$ cat src/rtl/fib_sched.sv
// Round-robin scheduler that shares one Fib engine between NREQ requesters.
// The engine has no done flag, so each job runs for a fixed number of cycles:
// fib_start is held for START_CYCLES, then the result is sampled WAIT_CYCLES
// cycles after start falls and returned to the requester that was granted.
//
// Handshake: req[i] is a level request, sampled only while the FSM is IDLE.
// acc[i] pulses for one cycle at the edge the job is granted. rsp_valid[i]
// pulses for one cycle when rsp_data holds that job's result. A requester
// keeping req high past its rsp_valid is treated as asking for a new job.
// Request edges while busy are ignored; nothing is queued.
module fib_sched #(
  parameter int NREQ         = 4,
  parameter int N_W          = 3,
  parameter int R_W          = 5,
  parameter int START_CYCLES = 2,
  parameter int WAIT_CYCLES  = 100
) (
  input  logic                  clk,
  input  logic                  CLR,
  input  logic [NREQ-1:0]       req,
  input  logic [NREQ*N_W-1:0]   req_n,
  output logic [NREQ-1:0]       acc,
  output logic [NREQ-1:0]       rsp_valid,
  output logic [R_W-1:0]        rsp_data,
  output logic                  busy,
  output logic                  fib_start,
  output logic [N_W-1:0]        fib_n,
  input  logic [R_W-1:0]        fib_result,
  output logic [1:0]            dbg_state
);

  localparam int PTR_W   = (NREQ > 1) ? $clog2(NREQ) : 1;
  localparam int CNT_MAX = (START_CYCLES > WAIT_CYCLES) ? START_CYCLES : WAIT_CYCLES;
  localparam int CNT_W   = $clog2(CNT_MAX + 1);

  typedef enum logic [1:0] {
    IDLE  = 2'd0,
    START = 2'd1,
    WAIT  = 2'd2,
    RESP  = 2'd3
  } state_t;

  state_t           state, state_d;
  logic [CNT_W-1:0] cnt, cnt_d;
  logic [PTR_W-1:0] ptr, ptr_d;
  logic [NREQ-1:0]  acc_d, rsp_valid_d;
  logic [R_W-1:0]   rsp_data_d;
  logic             fib_start_d;
  logic [N_W-1:0]   fib_n_d;
  logic             found;
  logic [PTR_W-1:0] pick;

  assign busy      = (state != IDLE);
  assign dbg_state = state;

  // Round-robin search starting just above the last grant; ptr also names the
  // requester owning the job in flight, so it routes rsp_valid.
  always_comb begin
    found = 1'b0;
    pick  = ptr;
    for (int k = 1; k <= NREQ; k++) begin
      if (!found && req[(int'(ptr) + k) % NREQ]) begin
        found = 1'b1;
        pick  = PTR_W'((int'(ptr) + k) % NREQ);
      end
    end
  end

  // Next-state and next-output logic; acc and rsp_valid default low so they
  // can only ever be single-cycle pulses.
  always_comb begin
    state_d     = state;
    cnt_d       = cnt;
    ptr_d       = ptr;
    acc_d       = '0;
    rsp_valid_d = '0;
    rsp_data_d  = rsp_data;
    fib_start_d = fib_start;
    fib_n_d     = fib_n;
    case (state)
      IDLE: begin
        if (found) begin
          acc_d[pick] = 1'b1;
          fib_n_d     = req_n[int'(pick)*N_W +: N_W];
          fib_start_d = 1'b1;
          ptr_d       = pick;
          cnt_d       = CNT_W'(START_CYCLES - 1);
          state_d     = START;
        end
      end
      START: begin
        if (cnt == '0) begin
          fib_start_d = 1'b0;
          cnt_d       = CNT_W'(WAIT_CYCLES - 1);
          state_d     = WAIT;
        end else begin
          cnt_d = cnt - 1'b1;
        end
      end
      WAIT: begin
        if (cnt == '0) begin
          rsp_data_d       = fib_result;
          rsp_valid_d[ptr] = 1'b1;
          state_d          = RESP;
        end else begin
          cnt_d = cnt - 1'b1;
        end
      end
      RESP: begin
        state_d = IDLE;
      end
      default: begin
        state_d = IDLE;
      end
    endcase
  end

  // State and registered outputs; reset abandons any job in flight.
  always_ff @(posedge clk or negedge CLR) begin
    if (!CLR) begin
      state     <= IDLE;
      cnt       <= '0;
      ptr       <= PTR_W'(NREQ - 1);
      acc       <= '0;
      rsp_valid <= '0;
      rsp_data  <= '0;
      fib_start <= 1'b0;
      fib_n     <= '0;
    end else begin
      state     <= state_d;
      cnt       <= cnt_d;
      ptr       <= ptr_d;
      acc       <= acc_d;
      rsp_valid <= rsp_valid_d;
      rsp_data  <= rsp_data_d;
      fib_start <= fib_start_d;
      fib_n     <= fib_n_d;
    end
  end

endmodule
$ cat config.mk
export PLATFORM = sky130hd
export DESIGN_NAME = fib_sched
export DESIGN_NICKNAME = d
export VERILOG_FILES = /design/src/rtl/fib_sched.sv
export SDC_FILE = /design/constraint.sdc
export NUM_CORES = 1
export LEC_CHECK = 0
export ABC_AREA = 1
export CORE_MARGIN = 5
export CORE_UTILIZATION = 30
export DETAILED_ROUTE_END_ITERATION = 8
export PLACE_DENSITY_LB_ADDON = 0.3
export SLEW_MARGIN = 15
export SYNTH_ARGS = -nofsm -noshare
export SYNTH_HDL_FRONTEND = slang
export SYNTH_SLANG_ARGS = --single-unit
$ cat constraint.sdc
create_clock -name clk -period 2.54 [get_ports clk]
set_input_delay 0.508 -clock clk [delete_from_list [all_inputs] [get_ports clk]]
set_output_delay 0.508 -clock clk [all_outputs]
set_load 0.05 [all_outputs]
==> impl_metrics.yaml <==
run_status:
  status: "finished, final reports clean"
final_layout:
  drive_above_1_share_pct: 11.83
  fillers: 604
  ff_latch_area_um2: 703.2
  diodes: 0
  nets: 313
  syn2layout_area_growth_pct: 30.96
  postLayoutCellArea_mm2: 0.002302
  multiInputGateArea_um2: 929.6
  stdcell_count: 351
synth:
  ys_async_sr_fraction_pct: 100.0
  avgSynthCellArea_um2: 7.481
  synth_edf_count: 0
  synth_cell_types: 26
  syn-num-nets: 268
  synth.top_cells.by_area: "dfrtp_1, nand2_1, ha_1"
  ys_ff_latch: 28
  yosysTopAreaCell: "dfrtp_1"
  synth_ff_type: "dfrtp_1"
  ys_seq_area_share_pct: 40.00
  syn_inst: 235
  post-synth-top-count-cell: "nand2_1"
  syn_area_mm2: 0.001758
  yosysWarnings: 0
  netlist.area_leader.share_pct: 37.01
  yosys-top-cells-count: "nand2_1, dfrtp_1, inv_1"
critical_path:
  crit_start: "ptr[0]"
  arrival_ns: 2.36
  cp_data_required_time_ns: 2.76
  start_kind: "flip-flop"
  r2r_end: "fib_n[1]"
  crit_path_max_fanout: 10
  r2r_start: "ptr[0]"
  crit_type: "reg -> reg"
  end_kind: "flip-flop"
  reg2regPathDepth: 12
  rrSetupSlack_ns: 0.40
floorplan:
  die_h_um: 86.55
  rows: 27
  floorplan.initialDensity_pct: 31.35
  die_x_um: 86.55
  core_area_mm2: 0.005608
  pin_count: 43
  die_area_mm2: 0.007491
place:
  placed_cells: 347
  dp_hpwl_um: 3093
  finalWeightedCongestion: 0.8004
  dpl_cell_area_mm2: 0.002247
  port-buffer-count: 42
routing:
  vias: 1548
  drt_wl_total_um: 4005
  drc: 0
  dr.pass1.iters: 4
  vias_per_cell: 4.410
  ant_nets: 0
  wl_per_cell_um: 11.41
  drt-initial-drc-count: 81
sta:
  setup_tns_ns: 0
  maxSlewViolCount: 0
  worst_clock_skew_ns: 0.002636
  hold_ws_ns: 0.4802
  period_needed_ns: 2.140
  tightest_slew_ns: 0.5176
  slew_headroom_pct: 65.38
  fin_crit_sh_pct: 84.24
  clock.fmax_ghz: 0.4674
  hold_viol: 0
  rsz0062_at_grt: "false"
  setup_viol: 0
power_and_ir_drop:
  leakagePower_nw: 1.145
  ir_drop_mv: 0.6097
  p_per_area_mw_per_mm2: 1450
  p_total_mw: 3.339
cts:
  cts_tree: "built"
  cts-resized-gates: 0
  clockBufferDepth: 2
  clk_pin_slew_worst_paths_ns: 0.10
  cts_made_buffers: 3
  h-tree-depth: 1
  insertion_delay_ns: 0.27
  cts_hold_buf: 0
  cts_setup_buffers: 0
  cts_sinks: 28
  cts-root-buf: "clkbuf_8"
job:
  maxCapViolations: 0
min_path:
  holdPathEnd: "rsp_data[0]"
  hold_depth: 2
  hp-start: "rsp_data[0]"
  hold_class: "reg -> reg"
global_routing:
  first_global_vias: 1611
  grt_max_degree: 29
  grt_pass1_wl_um: 7141
  track_usage_pct: 11.44
  antenna_found_initial: 0
  grt_overflow_total: 0
[kinds of logic (layout without fill, tap and decap cells)]
logic type	Yosys count	in the layout	synth area share, %
AND/OR/NAND/NOR	146	146	37.44
adder cells (fa/ha/maj)	10	10	7.117
AO/OA/AOI/OAI	20	20	5.836
buffers and inverters	26	70	7.117
XOR/XNOR	5	5	2.491
flip-flops	28	28	40.00
[where the power goes]
group | switching, mW | leakage, nW | internal, mW
Sequential | 0.131 | 0.359 | 0.620
Clock | 0.143 | 0.0288 | 0.139
Combinational | 1.55 | 0.757 | 0.751
[critical path, stage by stage (launching register included)]
cell	delay, ns
dfstp_2	0.70
inv_6	0.09
ha_1	0.36
inv_1	0.09
nand2_1	0.10
nand2_2	0.07
inv_4	0.08
nand3_2	0.07
nand2_1	0.07
nand2_1	0.10
nor2_1	0.17
nand2_1	0.10
nand3_1	0.08
[placed cells by master (no fill, tap or decap), types with 2 or more instances in the layout]
cell / count
inv_1: 20
nand4_1: 2
nor2_2: 2
nand3_1: 19
nand3_2: 4
o21ai_0: 5
clkdlybuf4s50_1: 41
xor2_1: 4
nand2_2: 14
a21oi_1: 7
clkbuf_8: 4
dfstp_2: 2
buf_4: 2
dfrtp_1: 26
ha_1: 10
o21ai_1: 7
nor2_1: 16
nand2_1: 85
[cell type report]
class                      instances  share of cell area (%)
timing repair buffer              43                   18.48
tap                               72                   3.913
sequential                        28                   30.54
multi-input combinational        181                   40.38
inverter                          23                   4.293
clock buffer                       4                   2.391
[routing by layer]
| layer | track usage [%] | up-vias | part of all wire (%) |
|---|---|---|---|
| met5 | 0 | - | 0 |
| li1 | - | 829 | - |
| met1 | 15.81 | 678 | 49 |
| met3 | 2.567 | 2 | 6.8 |
| met2 | 18.64 | 39 | 44 |
| met4 | 1.700 | 0 | 0.42 |
[stage by stage]
| stage | utilization (%) | setup slack (ns) |
|---|---|---|
| after floorplan | - | 0.5618 |
| after global placement | 40.07 | 0.4340 |
| after detailed placement | 40.07 | 0.4115 |
| after CTS | 41.05 | 0.4277 |
| after global routing | 41.05 | 0.2314 |
| final | 41.05 | 0.4003 |
[sequential cells by signal (all words and copies together), names as in the netlist]
| name | count |
|---|---|
| rsp_data | 5 |
| dbg_state | 2 |
| fib_start | 1 |
| fib_n | 3 |
| acc | 4 |
| ptr | 2 |
| cnt | 7 |
| rsp_valid | 4 |
[worst max-delay path by stage]
stage / endpoint / slack, ns / cells past startpoint
after floorplan: cnt[3] / 0.56 / 8
after global placement: cnt[5] / 0.43 / 9
after detailed placement: cnt[4] / 0.41 / 9
after CTS: fib_n[1] / 0.43 / 12
after global routing: fib_n[0] / 0.23 / 13
final: fib_n[1] / 0.40 / 12
Note: power is estimated with default switching activity, not from simulation.
